===== config.mk =====
export PLATFORM = sky130hd
export DESIGN_NAME = id_ex_stage_flat
export DESIGN_NICKNAME = d
export VERILOG_FILES = /design/src/rtl/id_ex_if.sv /design/src/rtl/id_ex_stage.sv /design/src/flat_wrapper.sv
export SDC_FILE = /design/constraint.sdc
export NUM_CORES = 1
export LEC_CHECK = 0
export CORE_ASPECT_RATIO = 0.7
export CORE_MARGIN = 2
export CORE_UTILIZATION = 25
export CTS_BUF_LIST = sky130_fd_sc_hd__clkbuf_2 sky130_fd_sc_hd__clkbuf_4 sky130_fd_sc_hd__clkbuf_8
export CTS_CLUSTER_SIZE = 25
export DETAILED_ROUTE_END_ITERATION = 10
export PLACE_DENSITY = 0.58
export SYNTH_ARGS = -nofsm -noshare
export SYNTH_HDL_FRONTEND = slang
export SYNTH_SLANG_ARGS = --single-unit

===== constraint.sdc =====
create_clock -name clk -period 2.6 [get_ports clk]
set_input_delay 0.52 -clock clk [delete_from_list [all_inputs] [get_ports clk]]
set_output_delay 0.52 -clock clk [all_outputs]
set_load 0.05 [all_outputs]

===== src/rtl/id_ex_if.sv =====
// ID/EX pipeline-register bus: decoded ID fields in, registered EX fields out,
// plus the flush/hold controls and the stall/bubble status back to the front end.
interface id_ex_if #(
  parameter int DW = 32,
  parameter int RW = 5
);
  logic          id_valid;
  logic          id_reg_write, id_mem_to_reg, id_mem_read, id_mem_write, id_alu_src, id_reg_dst;
  logic [1:0]    id_alu_op;
  logic          id_uses_rs, id_uses_rt;
  logic [DW-1:0] id_rd1, id_rd2, id_imm, id_pc4;
  logic [RW-1:0] id_rs, id_rt, id_rd;
  logic          flush, hold;

  logic          stall_o;
  logic          ex_valid;
  logic          ex_reg_write, ex_mem_to_reg, ex_mem_read, ex_mem_write, ex_alu_src, ex_reg_dst;
  logic [1:0]    ex_alu_op;
  logic [5:0]    ex_func;
  logic [DW-1:0] ex_rd1, ex_rd2, ex_imm, ex_pc4;
  logic [RW-1:0] ex_rs, ex_rt, ex_rd;
  logic [15:0]   bubble_cnt;

  modport master (
    output id_valid, id_reg_write, id_mem_to_reg, id_mem_read, id_mem_write, id_alu_src,
           id_reg_dst, id_alu_op, id_uses_rs, id_uses_rt, id_rd1, id_rd2, id_imm, id_pc4,
           id_rs, id_rt, id_rd, flush, hold,
    input  stall_o, ex_valid, ex_reg_write, ex_mem_to_reg, ex_mem_read, ex_mem_write,
           ex_alu_src, ex_reg_dst, ex_alu_op, ex_func, ex_rd1, ex_rd2, ex_imm, ex_pc4,
           ex_rs, ex_rt, ex_rd, bubble_cnt
  );

  modport slave (
    input  id_valid, id_reg_write, id_mem_to_reg, id_mem_read, id_mem_write, id_alu_src,
           id_reg_dst, id_alu_op, id_uses_rs, id_uses_rt, id_rd1, id_rd2, id_imm, id_pc4,
           id_rs, id_rt, id_rd, flush, hold,
    output stall_o, ex_valid, ex_reg_write, ex_mem_to_reg, ex_mem_read, ex_mem_write,
           ex_alu_src, ex_reg_dst, ex_alu_op, ex_func, ex_rd1, ex_rd2, ex_imm, ex_pc4,
           ex_rs, ex_rt, ex_rd, bubble_cnt
  );
endinterface


===== src/rtl/id_ex_stage.sv =====
// ID/EX pipeline stage for the 5-stage MIPS core. Registers the decoded
// instruction into EX, detects load-use hazards against the load sitting in
// EX, inserts bubbles on hazard or branch flush, and freezes on downstream hold.
module id_ex_stage #(
  parameter int DW = 32,
  parameter int RW = 5
) (
  input  logic   clk,
  input  logic   rst,
  id_ex_if.slave bus
);

  typedef struct packed {
    logic          vld;
    logic          reg_write;
    logic          mem_to_reg;
    logic          mem_read;
    logic          mem_write;
    logic          alu_src;
    logic          reg_dst;
    logic [1:0]    alu_op;
    logic [DW-1:0] rd1;
    logic [DW-1:0] rd2;
    logic [DW-1:0] imm;
    logic [DW-1:0] pc4;
    logic [RW-1:0] rs;
    logic [RW-1:0] rt;
    logic [RW-1:0] rd;
  } ex_t;

  ex_t         id_p0;
  ex_t         ex_p1;
  logic [15:0] bubble_cnt_p1;
  logic        lu;

  function automatic logic [15:0] sat_inc(input logic [15:0] v);
    return (v == 16'hFFFF) ? v : v + 16'd1;
  endfunction

  // ---- stage p0: gather the ID-side fields into one record
  always_comb begin
    id_p0            = '0;
    id_p0.vld        = bus.id_valid;
    id_p0.reg_write  = bus.id_reg_write;
    id_p0.mem_to_reg = bus.id_mem_to_reg;
    id_p0.mem_read   = bus.id_mem_read;
    id_p0.mem_write  = bus.id_mem_write;
    id_p0.alu_src    = bus.id_alu_src;
    id_p0.reg_dst    = bus.id_reg_dst;
    id_p0.alu_op     = bus.id_alu_op;
    id_p0.rd1        = bus.id_rd1;
    id_p0.rd2        = bus.id_rd2;
    id_p0.imm        = bus.id_imm;
    id_p0.pc4        = bus.id_pc4;
    id_p0.rs         = bus.id_rs;
    id_p0.rt         = bus.id_rt;
    id_p0.rd         = bus.id_rd;
  end

  // Load in EX whose destination is read by the ID instruction; $zero never hazards
  always_comb begin
    lu = ex_p1.vld & ex_p1.mem_read & (ex_p1.rt != '0) & bus.id_valid &
         ((bus.id_uses_rs & (bus.id_rs == ex_p1.rt)) |
          (bus.id_uses_rt & (bus.id_rt == ex_p1.rt)));
  end

  // A flush kills the ID instruction anyway, so a hazard on it needs no stall
  assign bus.stall_o = ~rst & (bus.hold | (lu & ~bus.flush));

  // ---- stage p1: EX register; priority rst > flush > hold > load-use bubble > load
  always_ff @(posedge clk) begin
    if (rst)            ex_p1 <= '0;
    else if (bus.flush) ex_p1 <= '0;
    else if (!bus.hold) ex_p1 <= lu ? '0 : id_p0;
  end

  // Count only bubbles actually inserted for load-use, saturating at all-ones
  always_ff @(posedge clk) begin
    if (rst)                               bubble_cnt_p1 <= '0;
    else if (!bus.flush && !bus.hold && lu) bubble_cnt_p1 <= sat_inc(bubble_cnt_p1);
  end

  assign bus.ex_valid      = ex_p1.vld;
  assign bus.ex_reg_write  = ex_p1.reg_write;
  assign bus.ex_mem_to_reg = ex_p1.mem_to_reg;
  assign bus.ex_mem_read   = ex_p1.mem_read;
  assign bus.ex_mem_write  = ex_p1.mem_write;
  assign bus.ex_alu_src    = ex_p1.alu_src;
  assign bus.ex_reg_dst    = ex_p1.reg_dst;
  assign bus.ex_alu_op     = ex_p1.alu_op;
  assign bus.ex_func       = ex_p1.imm[5:0];
  assign bus.ex_rd1        = ex_p1.rd1;
  assign bus.ex_rd2        = ex_p1.rd2;
  assign bus.ex_imm        = ex_p1.imm;
  assign bus.ex_pc4        = ex_p1.pc4;
  assign bus.ex_rs         = ex_p1.rs;
  assign bus.ex_rt         = ex_p1.rt;
  assign bus.ex_rd         = ex_p1.rd;
  assign bus.bubble_cnt    = bubble_cnt_p1;

endmodule


===== src/flat_wrapper.sv =====
// flat-port wrapper written by rule: the top's interface ports become plain ports
module id_ex_stage_flat 
#(
  parameter int DW = 32,
  parameter int RW = 5
)
  (clk, rst, bus_id_valid, bus_id_reg_write, bus_id_mem_to_reg, bus_id_mem_read, bus_id_mem_write, bus_id_alu_src, bus_id_reg_dst, bus_id_alu_op, bus_id_uses_rs, bus_id_uses_rt, bus_id_rd1, bus_id_rd2, bus_id_imm, bus_id_pc4, bus_id_rs, bus_id_rt, bus_id_rd, bus_flush, bus_hold, bus_stall_o, bus_ex_valid, bus_ex_reg_write, bus_ex_mem_to_reg, bus_ex_mem_read, bus_ex_mem_write, bus_ex_alu_src, bus_ex_reg_dst, bus_ex_alu_op, bus_ex_func, bus_ex_rd1, bus_ex_rd2, bus_ex_imm, bus_ex_pc4, bus_ex_rs, bus_ex_rt, bus_ex_rd, bus_bubble_cnt);
  id_ex_if #(.DW(DW), .RW(RW)) bus_i ();
  input  logic clk;
  input  logic rst;
  input wire logic [$bits(bus_i.id_valid)-1:0] bus_id_valid;
  input wire logic [$bits(bus_i.id_reg_write)-1:0] bus_id_reg_write;
  input wire logic [$bits(bus_i.id_mem_to_reg)-1:0] bus_id_mem_to_reg;
  input wire logic [$bits(bus_i.id_mem_read)-1:0] bus_id_mem_read;
  input wire logic [$bits(bus_i.id_mem_write)-1:0] bus_id_mem_write;
  input wire logic [$bits(bus_i.id_alu_src)-1:0] bus_id_alu_src;
  input wire logic [$bits(bus_i.id_reg_dst)-1:0] bus_id_reg_dst;
  input wire logic [$bits(bus_i.id_alu_op)-1:0] bus_id_alu_op;
  input wire logic [$bits(bus_i.id_uses_rs)-1:0] bus_id_uses_rs;
  input wire logic [$bits(bus_i.id_uses_rt)-1:0] bus_id_uses_rt;
  input wire logic [$bits(bus_i.id_rd1)-1:0] bus_id_rd1;
  input wire logic [$bits(bus_i.id_rd2)-1:0] bus_id_rd2;
  input wire logic [$bits(bus_i.id_imm)-1:0] bus_id_imm;
  input wire logic [$bits(bus_i.id_pc4)-1:0] bus_id_pc4;
  input wire logic [$bits(bus_i.id_rs)-1:0] bus_id_rs;
  input wire logic [$bits(bus_i.id_rt)-1:0] bus_id_rt;
  input wire logic [$bits(bus_i.id_rd)-1:0] bus_id_rd;
  input wire logic [$bits(bus_i.flush)-1:0] bus_flush;
  input wire logic [$bits(bus_i.hold)-1:0] bus_hold;
  output wire logic [$bits(bus_i.stall_o)-1:0] bus_stall_o;
  output wire logic [$bits(bus_i.ex_valid)-1:0] bus_ex_valid;
  output wire logic [$bits(bus_i.ex_reg_write)-1:0] bus_ex_reg_write;
  output wire logic [$bits(bus_i.ex_mem_to_reg)-1:0] bus_ex_mem_to_reg;
  output wire logic [$bits(bus_i.ex_mem_read)-1:0] bus_ex_mem_read;
  output wire logic [$bits(bus_i.ex_mem_write)-1:0] bus_ex_mem_write;
  output wire logic [$bits(bus_i.ex_alu_src)-1:0] bus_ex_alu_src;
  output wire logic [$bits(bus_i.ex_reg_dst)-1:0] bus_ex_reg_dst;
  output wire logic [$bits(bus_i.ex_alu_op)-1:0] bus_ex_alu_op;
  output wire logic [$bits(bus_i.ex_func)-1:0] bus_ex_func;
  output wire logic [$bits(bus_i.ex_rd1)-1:0] bus_ex_rd1;
  output wire logic [$bits(bus_i.ex_rd2)-1:0] bus_ex_rd2;
  output wire logic [$bits(bus_i.ex_imm)-1:0] bus_ex_imm;
  output wire logic [$bits(bus_i.ex_pc4)-1:0] bus_ex_pc4;
  output wire logic [$bits(bus_i.ex_rs)-1:0] bus_ex_rs;
  output wire logic [$bits(bus_i.ex_rt)-1:0] bus_ex_rt;
  output wire logic [$bits(bus_i.ex_rd)-1:0] bus_ex_rd;
  output wire logic [$bits(bus_i.bubble_cnt)-1:0] bus_bubble_cnt;
  assign bus_i.id_valid = bus_id_valid;
  assign bus_i.id_reg_write = bus_id_reg_write;
  assign bus_i.id_mem_to_reg = bus_id_mem_to_reg;
  assign bus_i.id_mem_read = bus_id_mem_read;
  assign bus_i.id_mem_write = bus_id_mem_write;
  assign bus_i.id_alu_src = bus_id_alu_src;
  assign bus_i.id_reg_dst = bus_id_reg_dst;
  assign bus_i.id_alu_op = bus_id_alu_op;
  assign bus_i.id_uses_rs = bus_id_uses_rs;
  assign bus_i.id_uses_rt = bus_id_uses_rt;
  assign bus_i.id_rd1 = bus_id_rd1;
  assign bus_i.id_rd2 = bus_id_rd2;
  assign bus_i.id_imm = bus_id_imm;
  assign bus_i.id_pc4 = bus_id_pc4;
  assign bus_i.id_rs = bus_id_rs;
  assign bus_i.id_rt = bus_id_rt;
  assign bus_i.id_rd = bus_id_rd;
  assign bus_i.flush = bus_flush;
  assign bus_i.hold = bus_hold;
  assign bus_stall_o = bus_i.stall_o;
  assign bus_ex_valid = bus_i.ex_valid;
  assign bus_ex_reg_write = bus_i.ex_reg_write;
  assign bus_ex_mem_to_reg = bus_i.ex_mem_to_reg;
  assign bus_ex_mem_read = bus_i.ex_mem_read;
  assign bus_ex_mem_write = bus_i.ex_mem_write;
  assign bus_ex_alu_src = bus_i.ex_alu_src;
  assign bus_ex_reg_dst = bus_i.ex_reg_dst;
  assign bus_ex_alu_op = bus_i.ex_alu_op;
  assign bus_ex_func = bus_i.ex_func;
  assign bus_ex_rd1 = bus_i.ex_rd1;
  assign bus_ex_rd2 = bus_i.ex_rd2;
  assign bus_ex_imm = bus_i.ex_imm;
  assign bus_ex_pc4 = bus_i.ex_pc4;
  assign bus_ex_rs = bus_i.ex_rs;
  assign bus_ex_rt = bus_i.ex_rt;
  assign bus_ex_rd = bus_i.ex_rd;
  assign bus_bubble_cnt = bus_i.bubble_cnt;
  id_ex_stage #(.DW(DW), .RW(RW)) u_core (.clk(clk), .rst(rst), .bus(bus_i));
endmodule

# Yosys cells after proc, flatten, opt, wreduce, memory -nomap -nowiden
# Index checks and enable logic that the tools add are counted.
[op_classes] reduce_logical=7 n_mux=1 add_sub_neg=1 n_bitwise=13 eq_ne=3
[op_table] operator="$mux W152" n=1
[op_table] operator="$add A16 B1 Y16 const B" n=1
[op_table] operator="$eq A16 B16 Y1 const B" n=1
[op_table] operator="$eq A5 B5 Y1" n=2
[op_table] operator="$and A1 B1 Y1" n=8
[op_table] operator="$reduce_bool A5 Y1" n=1
[op_table] operator="$not A1 Y1" n=3
[op_table] operator="$logic_and A1 B1 Y1" n=2
[op_table] operator="$logic_not A1 Y1" n=2
[op_table] operator="$or A1 B1 Y1" n=2
[op_table] operator="$reduce_and A2 Y1" n=1
[op_table] operator="$reduce_or A2 Y1" n=1
[word_totals] register_bits=168 output_inout_bits=175 in_bits=158 word_cells=41

# Longest topological paths before layout
[logic_depth] depth_word=7 ltp_mapped=8 ltp_nobuf=6

# Worst setup path after synthesis
# OpenSTA, ideal clock, no wires.
[synth_timing] kind="register to output" start="reg u_core.ex_p1, in the netlist u_core.bus.ex_rt[2]" end="out bus_stall_o" path_buffers=0 required_time_ns=2.080 stages_incl_launch_ff=7 slack_ns=-0.072 t_arrival_ns=2.152 path_cell_list="dfxtp_1 xnor2_1 nand4_1 o22a_1 nor2_1 a21oi_1 nor2_1"
[synth_via] elab_chain_cells=7 word_cells_on_any_way=12 cone_classes="eq/ne (2); bitwise (9); reduce/logical (1)"
[synth_lines] element="from (decl)" line="id_ex_stage.sv:32" source="ex_t ex_p1;"
[synth_lines] element="from (signal assigned)" line="id_ex_stage.sv:74" source="else if (!bus.hold) ex_p1 <= lu ? '0 : id_p0;"
[synth_lines] element="$eq A5 B5 Y1 (tied with other cells)" line="id_ex_stage.sv:63" source="((bus.id_uses_rs & (bus.id_rs == ex_p1.rt)) |"
[synth_lines] element="$and A1 B1 Y1, on equally long branches" line="id_ex_stage.sv:63, id_ex_stage.sv:62, id_ex_stage.sv:64"
[synth_lines] element="$or A1 B1 Y1 or $and A1 B1 Y1 (tied branches)" line="id_ex_stage.sv:63, id_ex_stage.sv:62"
[synth_lines] element="$and A1 B1 Y1 *" line="id_ex_stage.sv:62" source="lu = ex_p1.vld & ex_p1.mem_read & (ex_p1.rt != '0) & bus.id_valid &"
[synth_lines] element="$and A1 B1 Y1 *" line="id_ex_stage.sv:68" source="assign bus.stall_o = ~rst & (bus.hold | (lu & ~bus.flush));"
[synth_lines] element="$or A1 B1 Y1 *" line="id_ex_stage.sv:68"
[synth_lines] element="$and A1 B1 Y1 *" line="id_ex_stage.sv:68"
[synth_lines] element="to (decl)" line="flat_wrapper.sv:30" source="output wire logic [$bits(bus_i.stall_o)-1:0] bus_stall_o;"
# Every way passes the cells marked *; elsewhere a longest branch is shown, timed or not.

# Worst setup path in the final report
[layout_timing] start="in bus_id_rt[2]" end="out bus_stall_o"
[layout_via] elab_chain_cells=7
[layout_lines] element="from (decl)" line="flat_wrapper.sv:26" source="input wire logic [$bits(bus_i.id_rt)-1:0] bus_id_rt;"
[layout_lines] element="$eq A5 B5 Y1" line="id_ex_stage.sv:64" source="(bus.id_uses_rt & (bus.id_rt == ex_p1.rt)));"
[layout_lines] element="$and A1 B1 Y1" line="id_ex_stage.sv:64"
[layout_lines] element="$or A1 B1 Y1" line="id_ex_stage.sv:63"
[layout_lines] element="$and A1 B1 Y1" line="id_ex_stage.sv:62"
[layout_lines] element="$and A1 B1 Y1" line="id_ex_stage.sv:68"
[layout_lines] element="$or A1 B1 Y1" line="id_ex_stage.sv:68"
[layout_lines] element="$and A1 B1 Y1" line="id_ex_stage.sv:68"
# Every way passes these cells.

==> flow_metrics.py <==
metrics = {
    "final_layout": {
        "fin_cells": 1089,
        "nNetsFinal": 954,
        "antenna_cells": 0,
        "fin_util_pct": 44.6,
        "drive_above_1_share_pct": 8.92,
        "syn2layout_area_growth_pct": 74.7,
        "fill_cells": 2075,
        "final_cell_area_mm2": 0.00972,
    },
    "pwr": {
        "p_leak_nw": 3.66,
        "internal_power_w": 0.00411,
        "power_density_mw_per_mm2": 571,
        "clkPwrFrac_pct": 35.6,
        "combPwrFrac_pct": 15.9,
        "peakVddDrop_mv": 0.308,
        "swShare_pct": 26.0,
        "power_frac_seq_pct": 48.5,
        "power_switching_w": 0.00144,
    },
    "clocking": {
        "cts_root_buf": "clkbuf_8",
        "cts_tree": "built",
        "clkSlewWorstSetupHoldPaths_ps": 80,
        "postCtsHoldBufs": 0,
        "worst_skew_pair.late_latency_ps": 460,
        "cts_buffers": 17,
        "cts_buffer_depth": 2,
        "clkSinkCount": 168,
        "htreeDepth": 4,
    },
    "logic_synthesis": {
        "synth-async-reset-ratio_pct": 0,
        "synth_edf_count": 0,
        "synth-warning-count": 0,
        "ys_seq_elements": 168,
        "synthCells": 466,
        "seq_area_frac_synth_pct": 60.4,
        "avgSynthCellArea_um2": 11.9,
        "synth_area_mm2": 0.00557,
        "synth.distinct_cells": 31,
        "syn-num-nets": 625,
        "synth_ff_type": "dfxtp_1",
    },
    "drt": {
        "routed_via_density": 4.51,
        "vias": 4909,
        "wl_per_cell_um": 16.7,
        "dr.pass1.iters": 5,
        "drcViolationCount": 0,
        "wl_um": 18200,
        "detail_route.iter0.violations": 252,
        "ant_nets": 0,
    },
    "worst_hold_path": {
        "worstHoldStart": "bus_id_rs[1]",
        "hold_end": "u_core.bus.ex_rs[1]",
        "whs_path_depth": 2,
        "hp-class": "in -> reg",
    },
    "die": {
        "io_pins": 333,
        "fp.coreArea_mm2": 0.0218,
        "rows": 45,
        "die_x_um": 182,
        "floorplan.die.height_um": 129,
        "start_util_pct": 25.6,
        "die_area_mm2": 0.0235,
    },
    "critical_path": {
        "reg2reg_depth": 7,
        "cp_cell_sequence": "clkdlybuf4s50_1, xnor2_1, nand4_1, o22a_1, nor2_4, a21oi_2, nor2_2, buf_12",
        "crit_slowest_cell": "clkdlybuf4s50_1",
        "r2r_start": "u_core.bus.ex_rt[1]",
        "crit_type": "in -> out",
        "cpPeakStageDelay_ps": 510,
        "crit_path_start_kind": "primary input",
        "r2r_end": "u_core.bus.ex_imm[17]",
        "cp.required_ps": 2080,
        "worstSetupEndpointType": "output pin",
        "reg2reg_slack_ps": 200,
        "arrival_ps": 2020,
        "crit_fanout": 2,
    },
    "sta": {
        "grt_setup_unrepaired": "true",
        "setup_slack_ps": 56.4,
        "min_period_over_period_pct": 97.8,
        "max_freq_mhz": 393,
        "fin_skew_ps": 10.1,
        "setup_viol": 0,
        "drv_slew": 0,
        "finalCriticalPeriod_ps": 2540,
        "max_slew_margin_pct": 53.9,
        "worst_pin_slew_ps": 686,
        "holdWs_ps": 354,
        "hold_viol_final": 0,
    },
    "grt": {
        "globalRouteTotalUtil_pct": 15.2,
        "grt_max_degree": 77,
        "grt_pass1_wl_um": 27500,
        "grt_pass1_vias": 4863,
        "gr-total-overflow": 0,
        "antenna_found_initial": 0,
    },
    "placement": {
        "place_area_mm2": 0.00922,
        "hpwl_um": 13100,
        "gp_congestion": 0.760,
        "place_ws_ps": -138,
        "numPortBuffers": 332,
        "dp_cells": 1055,
    },
    "status": {
        "outcome": "finished clean",
    },
    "job": {
        "maxCapViolCount": 0,
    },
}
logic make-up after synthesis:
logic type | share of synthesized area [%]
simple gates | 6.40
mux | 1.39
fa+ha+maj | 0.225
compound gates | 25.2
buf+inv | 4.16
flops | 60.4
xor+xnor | 2.20
power by group through the flow:
stage | clock network (W) | registers [W] | logic, W
final | 0.00198 | 0.00269 | 0.000885
after floorplan | 0 | 0.00302 | 0.000166
after global placement | 0 | 0.00275 | 0.000883
after global routing | 0.00217 | 0.00270 | 0.000927
after CTS | 0.00206 | 0.00269 | 0.000889
after detailed placement | 0 | 0.00275 | 0.000884
layout by cell type (no fill, tap or decap), types with 5 or more instances in the layout:
cell type and count:
nand4_1 5, dlymetal6s2s_1 6, mux2_2 6, nor2_1 15
dfxtp_2 5, nand2_1 7, buf_4 15, clkbuf_8 19
dfxtp_1 163, nor2b_1 7, nand3_1 10, xnor2_1 9
clkdlybuf4s50_1 325, a22o_1 152, nor3_1 5, buf_12 5
final cells by class:
class,count,area [um2],share of cell area (%)
inverters,4,15.0,0.154
clock inverters,8,121,1.25
clock buffers,23,292,3.00
well taps,282,353,3.63
flip-flops and latches,168,3370,34.6
repair buffers,352,3550,36.5
multi-input cells,252,2020,20.8
how the worst max path moves through the flow:
stage,slack [ps],startpoint,endpoint
after floorplan,140,u_core.bus.ex_rt[2],bus_stall_o
final,60,bus_id_rt[2],bus_stall_o
after detailed placement,-140,bus_id_rs[4],bus_stall_o
after global placement,-140,bus_id_rs[4],u_core.bus.ex_imm[29]
after CTS,10,bus_id_rs[1],bus_stall_o
after global routing,-20,bus_id_rt[2],bus_stall_o
Yosys cell counts, types with 2 or more instances:
master / n / share of area, %
nand4_1: 5 / 0.56
nand3_1: 10 / 0.90
clkbuf_1: 23 / 1.6
inv_1: 4 / 0.27
o21ai_0: 4 / 0.36
mux2_2: 6 / 1.2
nor2_1: 17 / 1.1
nor2b_1: 7 / 0.79
nand2_1: 7 / 0.47
buf_2: 5 / 0.45
xnor2_1: 11 / 1.7
buf_4: 14 / 1.9
a22o_1: 152 / 24
xor2_1: 3 / 0.47
or4_1: 3 / 0.40
nor3_1: 5 / 0.45
dfxtp_1: 168 / 60
or3_1: 4 / 0.45
a21oi_1: 5 / 0.45
and3_1: 2 / 0.22
per-stage QoR:
| step | power [W] | TNS [ps] |
|---|---|---|
| global placement | 0.00363 | -14930 |
| floorplan | 0.00319 | 0 |
| global route | 0.00580 | -22.4 |
| CTS | 0.00565 | 0 |
| finish | 0.00555 | 0 |
| detailed placement | 0.00363 | -6470 |
what timing repair did:
action,CTS,global route
pin swaps,3,9
resized for setup,7,13
gates cloned,0,0
hold endpoints to repair,0,0
buffers inserted,1,2
endpoints found under the setup margin,1,1
layer usage:
layer / GRT usage [%] / part of all wire (%) / vias to the layer above
met5: 0 / 0 / -
met4: 5.22 / 1.0 / 0
met3: 5.26 / 5.9 / 14
met2: 22.6 / 44 / 150
met1: 20.4 / 49 / 2337
li1: - / - / 2408
critical path: cells and delay by family:
kind	cells	cell delay [ps]
and+or+nand+nor	3	410
AOI/OAI and AO/OA	2	300
buffers and inverters	2	660
xor gates and xnor gates	1	130
Note: power is estimated with default switching activity, not from simulation.
